`src/rtl/sys_cfg_regbank.sv`:
```
`timescale 1ns/1ps
// sys_cfg_regbank: BRAM-style register bank with control, status, pulse and
// optional interrupt words. Word map: CTRL[0..REG_NUM-1], STATUS after that,
// then PULSE, IRQ_STAT, IRQ_EN. Define SYS_CFG_IRQ_EN to build the interrupt
// block; without it the IRQ words read 0 and irq is tied low.
module sys_cfg_regbank #(
  parameter int ADDR_WIDTH = 12,
  parameter int DATA_WIDTH = 32,
  parameter int BYTE_NUM   = DATA_WIDTH / 8,
  parameter int REG_NUM    = 8,
  parameter int STAT_NUM   = 4
) (
  input  logic                                                 clk,
  input  logic                                                 rstn,
  input  logic                                                 bram_en,
  input  logic [BYTE_NUM-1:0]                                  bram_we,
  input  logic [ADDR_WIDTH-1:0]                                bram_addr,
  input  logic [DATA_WIDTH-1:0]                                bram_din,
  output logic [DATA_WIDTH-1:0]                                bram_dout,
  output logic [REG_NUM*DATA_WIDTH-1:0]                        ctrl_reg,
  input  logic [((STAT_NUM > 0) ? STAT_NUM : 1)*DATA_WIDTH-1:0] status_in,
  output logic [DATA_WIDTH-1:0]                                pulse_out,
  input  logic [DATA_WIDTH-1:0]                                irq_evt,
  output logic                                                 irq
);

  localparam int          LSB        = $clog2(BYTE_NUM);
  localparam logic [31:0] PULSE_IDX  = 32'(REG_NUM + STAT_NUM);
  localparam logic [31:0] ISTAT_IDX  = 32'(REG_NUM + STAT_NUM + 1);
  localparam logic [31:0] IEN_IDX    = 32'(REG_NUM + STAT_NUM + 2);

  logic [31:0]                   widx;
  logic                          wr_en;
  logic                          rd_en;
  logic [DATA_WIDTH-1:0]         wmask;
  logic [DATA_WIDTH-1:0]         wdata_m;
  logic [DATA_WIDTH-1:0]         rd_data;

  logic [REG_NUM*DATA_WIDTH-1:0] ctrl_q, ctrl_d;
  logic [DATA_WIDTH-1:0]         dout_q, dout_d;
  logic [DATA_WIDTH-1:0]         pulse_q, pulse_d;

`ifdef SYS_CFG_IRQ_EN
  logic [DATA_WIDTH-1:0]         irq_stat_q, irq_stat_d;
  logic [DATA_WIDTH-1:0]         irq_en_q, irq_en_d;
  logic                          irq_q, irq_d;
`endif

  // Byte offset bits never take part in decode.
  assign widx  = 32'(bram_addr >> LSB);
  assign wr_en = bram_en & (|bram_we);
  assign rd_en = bram_en & ~(|bram_we);

  // Expand per-byte write enables into a bit mask and pre-mask write data.
  always_comb begin
    wmask = '0;
    for (int b = 0; b < BYTE_NUM; b++) begin
      wmask[b*8 +: 8] = {8{bram_we[b]}};
    end
    wdata_m = bram_din & wmask;
  end

  // Control register byte-lane writes.
  always_comb begin
    ctrl_d = ctrl_q;
    for (int k = 0; k < REG_NUM; k++) begin
      if (wr_en && (widx == 32'(k))) begin
        ctrl_d[k*DATA_WIDTH +: DATA_WIDTH] =
          (ctrl_q[k*DATA_WIDTH +: DATA_WIDTH] & ~wmask) | wdata_m;
      end
    end
  end

  // Read mux; PULSE and unmapped words fall through to zero.
  always_comb begin
    rd_data = '0;
    for (int k = 0; k < REG_NUM; k++) begin
      if (widx == 32'(k)) rd_data = ctrl_q[k*DATA_WIDTH +: DATA_WIDTH];
    end
    for (int s = 0; s < STAT_NUM; s++) begin
      if (widx == 32'(REG_NUM + s)) rd_data = status_in[s*DATA_WIDTH +: DATA_WIDTH];
    end
`ifdef SYS_CFG_IRQ_EN
    if (widx == ISTAT_IDX) rd_data = irq_stat_q;
    if (widx == IEN_IDX)   rd_data = irq_en_q;
`endif
  end

  // Read data is held across non-read cycles; pulses last a single cycle.
  always_comb begin
    dout_d  = rd_en ? rd_data : dout_q;
    pulse_d = (wr_en && (widx == PULSE_IDX)) ? wdata_m : '0;
  end

  // Core register state.
  always_ff @(posedge clk or negedge rstn) begin
    if (!rstn) begin
      ctrl_q  <= '0;
      dout_q  <= '0;
      pulse_q <= '0;
    end else begin
      ctrl_q  <= ctrl_d;
      dout_q  <= dout_d;
      pulse_q <= pulse_d;
    end
  end

  assign ctrl_reg  = ctrl_q;
  assign bram_dout = dout_q;
  assign pulse_out = pulse_q;

`ifdef SYS_CFG_IRQ_EN
  // Sticky status with W1C; a new event in the clearing cycle keeps the bit.
  always_comb begin
    irq_stat_d = irq_stat_q;
    irq_en_d   = irq_en_q;
    if (wr_en && (widx == ISTAT_IDX)) irq_stat_d = irq_stat_q & ~wdata_m;
    irq_stat_d = irq_stat_d | irq_evt;
    if (wr_en && (widx == IEN_IDX)) irq_en_d = (irq_en_q & ~wmask) | wdata_m;
    irq_d = |(irq_stat_q & irq_en_q);
  end

  // Interrupt state registers.
  always_ff @(posedge clk or negedge rstn) begin
    if (!rstn) begin
      irq_stat_q <= '0;
      irq_en_q   <= '0;
      irq_q      <= 1'b0;
    end else begin
      irq_stat_q <= irq_stat_d;
      irq_en_q   <= irq_en_d;
      irq_q      <= irq_d;
    end
  end

  assign irq = irq_q;
`else
  logic unused_irq_evt;
  assign unused_irq_evt = |{1'b0, irq_evt, ISTAT_IDX, IEN_IDX};
  assign irq = 1'b0;
`endif

endmodule
```
`config.mk`:
```
export PLATFORM = sky130hd
export DESIGN_NAME = sys_cfg_regbank
export DESIGN_NICKNAME = d
export VERILOG_FILES = /design/src/rtl/sys_cfg_regbank.sv
export SDC_FILE = /design/constraint.sdc
export NUM_CORES = 1
export LEC_CHECK = 0
export ABC_AREA = 1
export CORE_MARGIN = 3
export CORE_UTILIZATION = 35
export CTS_CLUSTER_SIZE = 10
export DETAILED_ROUTE_END_ITERATION = 7
export GPL_ROUTABILITY_DRIVEN = 1
export GPL_TIMING_DRIVEN = 0
export HOLD_SLACK_MARGIN = 0.02
export PLACE_DENSITY = 0.75
export SLEW_MARGIN = 10
export SYNTH_ARGS = -nofsm -noshare
export SYNTH_HDL_FRONTEND = slang
export SYNTH_SLANG_ARGS = --single-unit
```
`constraint.sdc`:
```
create_clock -name clk -period 1 [get_ports clk]
set_input_delay 0.15 -clock clk [delete_from_list [all_inputs] [get_ports clk]]
set_output_delay 0.15 -clock clk [all_outputs]
set_load 0.05 [all_outputs]
```
Yosys cells after proc, flatten, opt, wreduce, memory -nomap -nowiden
Cells that the tools add are included.
W data, S select, Z words.
{ "classes": {"n_bitwise": 21, "n_eq_ne": 12, "n_mux": 13, "reduce_logical": 11} }
{ "ops": {"columns": ["operator", "count"], "rows": [
  ["$mux W32", 13],
  ["$and A32 B32 Y32", 9],
  ["$or A32 B32 Y32", 8],
  ["$eq A10 B4 Y1 const B", 5],
  ["$eq A10 B3 Y1 const B", 4],
  ["$logic_not A32 Y1", 1],
  ["$not A32 Y32", 1],
  ["$eq A10 B2 Y1 const B", 2],
  ["$eq A10 B1 Y1 const B", 1],
  ["$logic_and A1 B1 Y1", 9],
  ["$reduce_or A4 Y1", 1],
  ["$and A1 B1 Y1", 2],
  ["$not A1 Y1", 1]
]} }
{ "word_totals": {"regBits": 320, "output_inout_bits": 321, "inputBits": 211} }

Longest topological paths before layout
Gate-level depths: netlist of the first run.
{ "logic_depth": {"ltp_word": 13, "mapped_depth": 17, "depth_no_buf": 16} }

Worst setup path after synthesis of the first run
No wires, ideal clock.
{ "synth_timing": {"path_type": "in2reg", "from": "input bram_we[3]", "to": "register (tool-made name)", "stages": 8, "path_buffers": 3, "setup_ns": 0.083, "slack_ns": -0.510, "t_arrival_ns": 1.427, "path_cell_list": "buf_2 -> nor4_2 -> nor2_2 -> buf_2 -> nand3_1 -> buf_2 -> nand2_1 -> o21ai_0"} }
{ "synth_lines": {"columns": ["item", "line_no", "source"], "rows": [
  ["start: declaration", "16", "input logic [BYTE_NUM-1:0] bram_we,"]
]} }

==> results of run 1 <==
==> repair_timing <==
action | 4_1_cts | 5_1_grt
hold endpoints to repair | 104 | 96
setup buffers | 176 | 167
setup endpoints to repair | 640 | 640
gates cloned | 24 | 12
gates resized for setup | 2704 | 474
pin swaps | 97 | 179
==> cells in the final DEF, fill, tap and decap left out, types with 14 or more instances in the layout <==
cell type	instances
nand2_4	24
o21ai_2	66
inv_1	141
clkdlybuf4s50_1	160
nand2_2	89
or2_2	14
dfrtp_1	292
clkbuf_16	45
nor2_1	93
buf_12	40
o21ai_0	48
nand3_4	34
nor2_4	22
nand4_1	60
buf_4	198
nor2_2	28
buf_8	88
nand2_1	539
dfrtp_2	28
nand3_1	76
nand3_2	61
buf_6	413
o21ai_1	161
==> worst max-delay path, cell delays in order (launching register included) <==
cell     delay, ns
dfrtp_1       0.39
nand3_1       0.09
nand4_1       0.14
nor2_1        0.15
nand4_1       0.32
nor2_1        0.20
nand3_1       0.09
nand2_1       0.07
nand2_1       0.06
==> layer usage <==
metal  vias to the layer above  GRT usage (%)  routed length (µm)
met5                         -              0                  46
met4                         6          12.35                4498
met3                       275          10.87                8978
met2                      1084          55.33               39930
met1                      8952          39.98               30630
li1                       7998              -                   -
==> area by class of cell <==
cell class,count,area (µm²)
Multi-Input combinational cell,1346,7809
Sequential cell,320,8043
Clock buffer,53,1101
Fill cell,3115,13460
Buffer,82,968.4
Tap cell,539,674.4
Timing Repair Buffer,860,9454
Inverter,160,709.4
Antenna cell,2,5.005
Clock inverter,1,7.507
==> cells by family after synthesis <==
family | share of synthesized area, %
other cells | 0.02488
simple gates | 30.70
compound gates | 9.132
buf+inv | 7.007
flops | 53.13
==> power breakdown <==
part,internal (mW),leakage (nW),switching (mW)
Combinational,1.24,8.78,1.71
Clock,7.57,0.538,5.56
Sequential,13.0,4.42,0.0996
Total,21.8,13.7,7.37
==> final timing paths <==
path | slack (ns) | cells past startpoint | start | end
worst max-delay path | -0.64 | 8 | flip-flop | bram_dout[8]$_DFFE_PN0P_
worst min-delay path | -0.35 | 1 | rstn | asynchronous set/reset pin
worst max register to register | -0.64 | 8 | flip-flop | bram_dout[8]$_DFFE_PN0P_
worst min register to register | 0.50 | 2 | bram_dout[1]$_DFFE_PN0P_ | bram_dout[1]$_DFFE_PN0P_
max in group asynchronous | 0.26 | 2 | rstn | asynchronous set/reset pin
min in group clk | 0.21 | 4 | bram_we[0] | pulse_out[4]$_DFF_PN0_
==> through the flow <==
step                      TNS (ns)  area [µm²]  utilization [%]  worst slack [ns]  hold slack, ns
after floorplan            -107.87       15720                -           -0.4186         -0.1456
after global placement    -5058.58       21320            50.48            -13.94          0.4579
after detailed placement   -674.15       21380            50.63            -2.049          0.2384
after CTS                  -132.00       25890            61.32           -0.6511         -0.3580
after global routing       -178.92       28770            68.13           -0.8416         -0.3296
final                      -157.50       28770            68.13           -0.6446         -0.3529
==> flow_summary_export.csv, run 1 <==
group,metric,value,unit
clock_tree,cts-root-buf,"clkbuf_16",
synth,ys_top_cells_by_area,"dfrtp_1, nand2_1, o21ai_0, nand3_1, inv_1",
drt,drt_pass1_iterations,5,
worst_hold_path,hold_path.class,"input pin to asynchronous set/reset pin",
timing,maxSlewHeadroom,48.53,%
floorplanning,die_width,213.5,µm
floorplanning,io_pins,532,
grt,grt_pass1_wl,110.8,mm
power_and_ir_drop,p_per_area,1015,nW/µm²
synth,synth_seq_cells,320,
setup_path,cp_max_fo,3,
grt,grt_pass1_vias,17320,
grt,grt_remaining_overflow,0,
placement,globalplace.congestion,0.9274,
synth,synth_commonest_cells,"nand2_1, dfrtp_1, o21ai_0",
drt,drtIter0Drc,1786,
drt,finalWirelength,84.08,mm
clock_tree,clk_pin_slew,0.05,ns
placement,detailed_place_hpwl,54.54,mm
timing,finalHoldViolCount,96,
setup_path,critical_path_startpoint_category,"flip-flop",
timing,final_period_minus_worst_setup_slack,1.645,ns
floorplanning,design.die.area,45580,µm²
timing,report.final.slew_viol_count,0,
floorplanning,fp.coreArea,42230,µm²
setup_path,end_kind,"flip-flop",
placement,port_buffers,492,
cells_and_area,drive_gt1_share,43.66,%
grt,grt_antenna_before_repair,5,
setup_path,worstSetupPathType,"flip-flop to flip-flop",
synth,synth.most_common_cell,"nand2_1",
flow_run,cap_violations,0,
status,status,"complete, but fails checks",
power_and_ir_drop,finalPower,29.21,mW
floorplanning,die_h,213.5,µm
synth,instance_count_of_the_mapped_netlist,1911,
grt,groute.usage.overall,33.06,%
drt,vias_per_cell,5.446,
clock_tree,cts_tree,"built",
synth,yosysTopAreaCellShare,53.13,%
setup_path,data_required_time_at_the_worst_endpoint,1.44,ns
clock_tree,tritoncts.num_buffers,39,
timing,setup_ws,-0.6446,ns
clock_tree,cts.path.max_buffers,3,
synth,synthesis.yosys.warnings,0,
timing,setup-violations-final,583,
drt,detail_route.drc_violations,0,
cells_and_area,non_filler_cells_in_the_finished_layout,3363,
timing,slew_at_the_pin_closest_to_its_max_slew_limit,0.7721,ns
placement,place_inst,2944,
cells_and_area,design.final.nets,3020,
synth,netlist-cell-type-count,26,
floorplanning,placement_rows,75,
cells_and_area,areaGrowthSynthToFinish,90.91,%
timing,holdWs,-0.3529,ns
synth,synth-edff-count,0,
clock_tree,ctsHoldBuffers,1,
setup_path,critPathArrivalTime,2.08,ns
synth,synth_nets,2122,
timing,fin_worst_skew,0.01181,ns
synth,asyncSetResetFlopFracSynth,100.0,%
power_and_ir_drop,p_leak,13.74,nW
grt,pin_count_of_the_biggest_net_entering_global_routing,116,
timing,max_clock_freq,608.1,MHz
status,violations,"hold timing, setup timing",
clock_tree,worst_skew_pair.late_latency,0.56,ns
timing,finalCritPeriodShare,164.5,%
timing,setup_repair_after_global_routing_missed_its_margin,"yes",
synth,post_synthesis_instance_area,15070,µm²
drt,routed-via-count,18320,
drt,routedWlPerCell,25.00,µm
floorplanning,effective_utilization_at_floorplan,35.69,%
synth,synth_top_flop_cell,"dfrtp_1",
drt,drt.antenna.violating_nets,0,
synth,postSynthAreaPerCell,7.886,µm²
synth,synthDominantAreaCellType,"dfrtp_1",
synth,synth.yosys.seq_area_share,53.13,%
clock_tree,number_of_levels_the_h_tree_was_split_into,2,
power_and_ir_drop,vdd_drop_max,1.218,mV
clock_tree,cts.sink_count,320,
(Power assumes the default switching activity.)
==> inputs of run 2 (changes only) <==
--- a/config.mk
+++ b/config.mk
@@ -8,6 +8,7 @@
 export ABC_AREA = 1
 export CORE_MARGIN = 3
 export CORE_UTILIZATION = 35
+export CTS_BUF_LIST = sky130_fd_sc_hd__clkbuf_2 sky130_fd_sc_hd__clkbuf_4 sky130_fd_sc_hd__clkbuf_8
 export CTS_CLUSTER_SIZE = 10
 export DETAILED_ROUTE_END_ITERATION = 7
 export GPL_ROUTABILITY_DRIVEN = 1
==> run 2 against run 1 <==
Net effect:
- sequential cell count did not move
- sequential share of layout area rose by 0.41 points
- final cell count rose by 1.0%
- global-route usage fell by 0.65 points
- highest routed layer unchanged
- core utilization fell by 0.97 points
- clock power rose by 4%
- critical path depth did not move
- first-iteration DRC count fell by 5.4%
- routed wire length fell by 1.7%
- largest cell class unchanged
- clock-buffer cell count rose by 38
- worst hold slack got worse by 0.13 ns
- the run still ends with hold timing, setup timing left
- combinational power fell by 3%
==> flow_summary_export.csv, run 2 (synthesized netlist as in run 1, its figures left out) <==
group,metric,value,unit
status,status,"complete, but fails checks",
status,violations,"hold timing, setup timing",
timing,finalCritPeriodShare,170.1,%
timing,holdWs,-0.4790,ns
floorplanning,effective_utilization_at_floorplan,35.69,%
setup_path,cp_max_fo,3,
drt,drt.antenna.violating_nets,0,
drt,vias_per_cell,5.379,
clock_tree,cts-root-buf,"clkbuf_8",
setup_path,worst_path_largest_cell_delay,0.40,ns
floorplanning,design.die.area,45580,µm²
grt,grt_pass1_wl,108.8,mm
setup_path,critical_path_startpoint_category,"flip-flop",
setup_path,worstSetupPathType,"flip-flop to flip-flop",
worst_hold_path,hold_path.class,"input pin to asynchronous set/reset pin",
timing,setup_ws,-0.7009,ns
placement,place_inst,2944,
cells_and_area,mostFrequentLayoutCell,"nand2_1",
cells_and_area,layout.core_utilization,67.16,%
drt,drtIter0Drc,1689,
grt,grt_antenna_before_repair,4,
clock_tree,clk_pin_slew,0.06,ns
setup_path,path_depth,8,
clock_tree,tritoncts.num_buffers,56,
timing,max_clock_freq,587.9,MHz
placement,detailed_place_hpwl,54.54,mm
timing,report.final.slew_viol_count,0,
power_and_ir_drop,vdd_drop_max,0.9888,mV
drt,routedWlPerCell,24.33,µm
grt,pin_count_of_the_biggest_net_entering_global_routing,116,
setup_path,worstPathBufferInverterCount,0,
drt,detail_route.drc_violations,0,
floorplanning,die_h,213.5,µm
setup_path,rr_worst_depth,8,
clock_tree,worst_skew_pair.late_latency,0.66,ns
timing,setup-violations-final,526,
setup_path,worstPathCellList,"nand3_1 > nand4_1 > nor2_1 > nand4_1 > nor2_1 > nand3_1 > nand2_1 > nand2_1",
flow_run,cap_violations,0,
clock_tree,cts.sink_count,320,
timing,setup_repair_after_global_routing_missed_its_margin,"yes",
setup_path,critical_path.slowest_cell,"dfrtp_1",
timing,maxSlewHeadroom,46.91,%
floorplanning,placement_rows,75,
placement,port_buffers,492,
timing,finalHoldViolCount,96,
timing,final_period_minus_worst_setup_slack,1.701,ns
setup_path,critPathArrivalTime,2.24,ns
placement,globalplace.congestion,0.9274,
grt,grt_remaining_overflow,0,
floorplanning,die_width,213.5,µm
floorplanning,io_pins,532,
setup_path,end_kind,"flip-flop",
cells_and_area,areaGrowthSynthToFinish,88.18,%
clock_tree,cts_tree,"built",
power_and_ir_drop,p_leak,13.76,nW
drt,drt_pass1_iterations,6,
drt,routed-via-count,18270,
clock_tree,cts.path.max_buffers,3,
timing,slew_at_the_pin_closest_to_its_max_slew_limit,0.7964,ns
cells_and_area,top_library_cells_by_usage_in_the_layout_fill_and_taps_aside,"nand2_1, buf_6, dfrtp_1",
grt,grt_pass1_vias,17210,
clock_tree,number_of_levels_the_h_tree_was_split_into,2,
cells_and_area,drive_gt1_share,45.08,%
setup_path,data_required_time_at_the_worst_endpoint,1.54,ns
cells_and_area,design.final.nets,3026,
setup_path,critical_path.top_delay_family,"simple AND/OR/NAND/NOR gates",
timing,fin_worst_skew,0.01886,ns
power_and_ir_drop,p_per_area,1044,nW/µm²
drt,finalWirelength,82.65,mm
cells_and_area,non_filler_cells_in_the_finished_layout,3397,
grt,groute.usage.overall,32.41,%
floorplanning,fp.coreArea,42230,µm²
-- run 2: metrics by stage --
step | power [mW] | setup slack, ns | cell area, µm² | setup TNS (ns)
6_report | 29.62 | -0.7009 | 28360 | -164.26
5_1_grt | 30.42 | -0.7995 | 28360 | -185.40
4_1_cts | 29.34 | -0.6790 | 25350 | -176.39
3_5_place_dp | 15.68 | -2.049 | 21380 | -674.15
3_3_place_gp | 15.59 | -13.94 | 21320 | -5058.58
2_1_floorplan | 14.18 | -0.4186 | 15720 | -107.87
-- run 2: final timing paths --
kind                                                from                    endpoint  slack [ns]
min in group clk                              bram_we[3]                   flip-flop        0.05
worst min register to register  bram_dout[1]$_DFFE_PN0P_    bram_dout[1]$_DFFE_PN0P_        0.51
worst min-delay path                                rstn     pulse_out[22]$_DFF_PN0_       -0.48
max in group asynchronous                           rstn  asynchronous set/reset pin        0.33
worst max register to register                 flip-flop    bram_dout[8]$_DFFE_PN0P_       -0.70
worst max-delay path                           flip-flop    bram_dout[8]$_DFFE_PN0P_       -0.70
-- run 2: layout make-up --
| type | instances | area [µm²] |
|---|---|---|
| diodes | 1 | 2.502 |
| plain buffers | 88 | 963.4 |
| clock buffers | 91 | 1152 |
| clock inverters | 9 | 101.3 |
| fillers | 3163 | 13870 |
| inverters | 160 | 690.7 |
| multi-input cells | 1342 | 7785 |
| flip-flops and latches | 320 | 8043 |
| well taps | 539 | 674.4 |
| repair buffers | 847 | 8947 |
-- run 2: power breakdown --
| part | total [mW] | internal, mW | switching, mW |
|---|---|---|---|
| logic | 2.85 | 1.18 | 1.67 |
| registers | 13.1 | 13.0 | 0.0983 |
| clock network | 13.6 | 7.77 | 5.86 |
-- run 2: metal layers --
layer | track usage (%) | routed length, µm | up-vias
li1 | - | - | 8004
met1 | 39.71 | 30350 | 8877
met2 | 53.74 | 39800 | 1106
met3 | 9.568 | 8281 | 281
met4 | 13.58 | 4175 | 6
met5 | 0 | 41 | -
-- run 2: what timing repair did --
action,4_1_cts,5_1_grt
cloned,10,14
pin swaps,69,152
endpoints found under the setup margin,640,595
hold buffers,1,2
gates resized for setup,2535,524
endpoints found under the hold margin,358,127
buffers inserted,181,152
==> inputs of run 3 (changes only) <==
--- a/config.mk
+++ b/config.mk
@@ -9,12 +9,11 @@
 export CORE_MARGIN = 3
 export CORE_UTILIZATION = 35
 export CTS_BUF_LIST = sky130_fd_sc_hd__clkbuf_2 sky130_fd_sc_hd__clkbuf_4 sky130_fd_sc_hd__clkbuf_8
-export CTS_CLUSTER_SIZE = 10
 export DETAILED_ROUTE_END_ITERATION = 7
 export GPL_ROUTABILITY_DRIVEN = 1
 export GPL_TIMING_DRIVEN = 0
 export HOLD_SLACK_MARGIN = 0.02
-export PLACE_DENSITY = 0.75
+export PLACE_DENSITY = 0.67
 export SLEW_MARGIN = 10
 export SYNTH_ARGS = -nofsm -noshare
 export SYNTH_HDL_FRONTEND = slang
==> run 3 against run 2 <==
Net effect:
- the flow finishes with violations (DRC, hold timing, setup timing)
- routed wire length is 3.1% lower
- global-route usage decreased by 0.19 points
- worst hold slack improved by 0.34 ns
- combinational power barely moved
- clock skew up 0.021 ns
- sequential power about the same
- non-clock buffer count decreased by 22
- critical path depth is the same
- fmax grew 4.4%
- core utilization down 0.80 points
- sequential share of layout area up 0.37 points
- clock-buffer cell count decreased by 5
- critical endpoint unchanged
- largest power group unchanged
==> flow_summary_export.csv, run 3 (synthesized netlist as in run 1, its figures left out) <==
group,metric,value,unit
status,status,"complete, but fails checks",
status,violations,"DRC, hold timing, setup timing",
placement,globalplace.congestion,0.9248,
timing,slew_at_the_pin_closest_to_its_max_slew_limit,0.7476,ns
setup_path,end_kind,"flip-flop",
grt,groute.usage.overall,32.22,%
timing,maxSlewHeadroom,49.99,%
clock_tree,cts-root-buf,"clkbuf_8",
grt,pin_count_of_the_biggest_net_entering_global_routing,111,
floorplanning,fp.coreArea,42230,µm²
clock_tree,cts_tree,"built",
drt,drtIter0Drc,1461,
power_and_ir_drop,p_per_area,1058,nW/µm²
timing,holdWs,-0.1382,ns
cells_and_area,drive_gt1_share,43.94,%
placement,place_area,21400,µm²
placement,port_buffers,492,
setup_path,critPathArrivalTime,2.16,ns
grt,grt_pass1_vias,16840,
timing,max_clock_freq,613.7,MHz
floorplanning,die_h,213.5,µm
power_and_ir_drop,switching_power_summed_over_all_nets,7.608,mW
setup_path,cp_max_fo,3,
timing,report.final.slew_viol_count,0,
timing,final_period_minus_worst_setup_slack,1.629,ns
drt,detail_route.drc_violations,1,
clock_tree,clk_pin_slew,0.06,ns
cells_and_area,post-route-cell-area,28020,µm²
timing,totalNegativeSetupSlack,-160.89,ns
floorplanning,die_width,213.5,µm
timing,finalCritPeriodShare,162.9,%
worst_hold_path,hold_path.class,"input pin to flip-flop",
grt,grt_pass1_wl,108.2,mm
flow_run,cap_violations,0,
grt,grt_remaining_overflow,0,
drt,routed-via-count,17710,
floorplanning,effective_utilization_at_floorplan,35.69,%
floorplanning,io_pins,532,
drt,drt_pass1_iterations,8,
placement,preCtsSetupSlack,-2.501,ns
drt,drt.antenna.violating_nets,0,
power_and_ir_drop,switch_share,25.67,%
timing,finalHoldViolCount,116,
clock_tree,worst_skew_pair.late_latency,0.67,ns
power_and_ir_drop,power_frac_clock,46.1,%
drt,vias_per_cell,5.240,
cells_and_area,areaGrowthSynthToFinish,85.94,%
floorplanning,design.die.area,45580,µm²
power_and_ir_drop,cellInternalPower,22.03,mW
timing,setup-violations-final,598,
grt,grt_antenna_before_repair,5,
placement,detailed_place_hpwl,54.79,mm
drt,routedWlPerCell,23.69,µm
setup_path,data_required_time_at_the_worst_endpoint,1.53,ns
setup_path,worstSetupPathType,"flip-flop to flip-flop",
clock_tree,cts.sink_count,320,
power_and_ir_drop,pwr-share-seq,44.3,%
cells_and_area,mostFrequentLayoutCell,"nand2_1",
timing,setup_repair_after_global_routing_missed_its_margin,"yes",
clock_tree,tritoncts.num_buffers,56,
power_and_ir_drop,finalPower,29.64,mW
cells_and_area,design.final.nets,3003,
power_and_ir_drop,p_leak,13.57,nW
timing,setup_ws,-0.6295,ns
cells_and_area,top_library_cells_by_usage_in_the_layout_fill_and_taps_aside,"nand2_1, buf_6, dfrtp_1",
floorplanning,placement_rows,75,
setup_path,critical_path_startpoint_category,"flip-flop",
clock_tree,cts.path.max_buffers,3,
drt,finalWirelength,80.07,mm
placement,place_inst,2945,
timing,fin_worst_skew,0.03990,ns
cells_and_area,layout.core_utilization,66.36,%
cells_and_area,non_filler_cells_in_the_finished_layout,3380,
power_and_ir_drop,power.share.combinational,9.6,%
clock_tree,number_of_levels_the_h_tree_was_split_into,2,
power_and_ir_drop,vdd_drop_max,1.028,mV
[run 3: worst paths after layout]
| check | start | endpoint | slack [ns] | cells past startpoint |
|---|---|---|---|---|
| max | flip-flop | bram_dout[8]$_DFFE_PN0P_ | -0.63 | 8 |
| min | bram_we[1] | pulse_out[11]$_DFF_PN0_ | -0.14 | 3 |
| max reg2reg | flip-flop | bram_dout[8]$_DFFE_PN0P_ | -0.63 | 8 |
| min reg2reg | bram_dout[8]$_DFFE_PN0P_ | bram_dout[8]$_DFFE_PN0P_ | 0.50 | 2 |
| max in group asynchronous | rstn | bram_dout[5]$_DFFE_PN0P_ | -0.09 | 7 |
| min in group asynchronous | rstn | bram_dout[29]$_DFFE_PN0P_ | -0.02 | 7 |
[run 3: routing by layer]
| layer | up-vias | part of all wire [%] | global-route usage, % |
|---|---|---|---|
| li1 | 7956 | - | - |
| met1 | 8641 | 38 | 38.75 |
| met2 | 895 | 48 | 54.25 |
| met3 | 218 | 9.4 | 10.49 |
| met4 | 0 | 4.4 | 12.08 |
| met5 | - | 0 | 0 |
[run 3: critical path, stage by stage, from the launching register on]
cell	delay (ns)
dfrtp_1	0.42
nand3_1	0.10
nand4_1	0.12
nor2_1	0.14
nand4_1	0.35
nor2_1	0.20
nand3_1	0.08
nand2_1	0.06
nand2_1	0.05
[run 3: repair_timing]
| item | CTS | global route |
|---|---|---|
| hold endpoints to repair | 483 | 373 |
| buffers inserted | 180 | 128 |
| gates cloned | 13 | 8 |
| setup endpoints to repair | 640 | 581 |
| hold buffers | 1 | 6 |
| gates resized for setup | 2562 | 394 |
| pin swaps | 63 | 126 |
[run 3: power groups by stage]
stage	sequential [mW]	combinational [mW]	clock, mW
after floorplan	13.6	0.541	0
after global placement	13.4	2.22	0
after detailed placement	13.4	2.35	0
after CTS	13.1	2.58	13.7
after global routing	13.1	2.98	14.4
final	13.1	2.84	13.7
[run 3: final cells by class]
type / instances / area [µm²]
inverters: 160 / 690.7
diodes: 5 / 12.51
well taps: 539 / 674.4
clock buffers: 86 / 1102
plain buffers: 89 / 964.7
fillers: 3313 / 14210
multi-input cells: 1341 / 7614
flip-flops and latches: 320 / 8051
repair buffers: 824 / 8753
clock inverters: 16 / 158.9
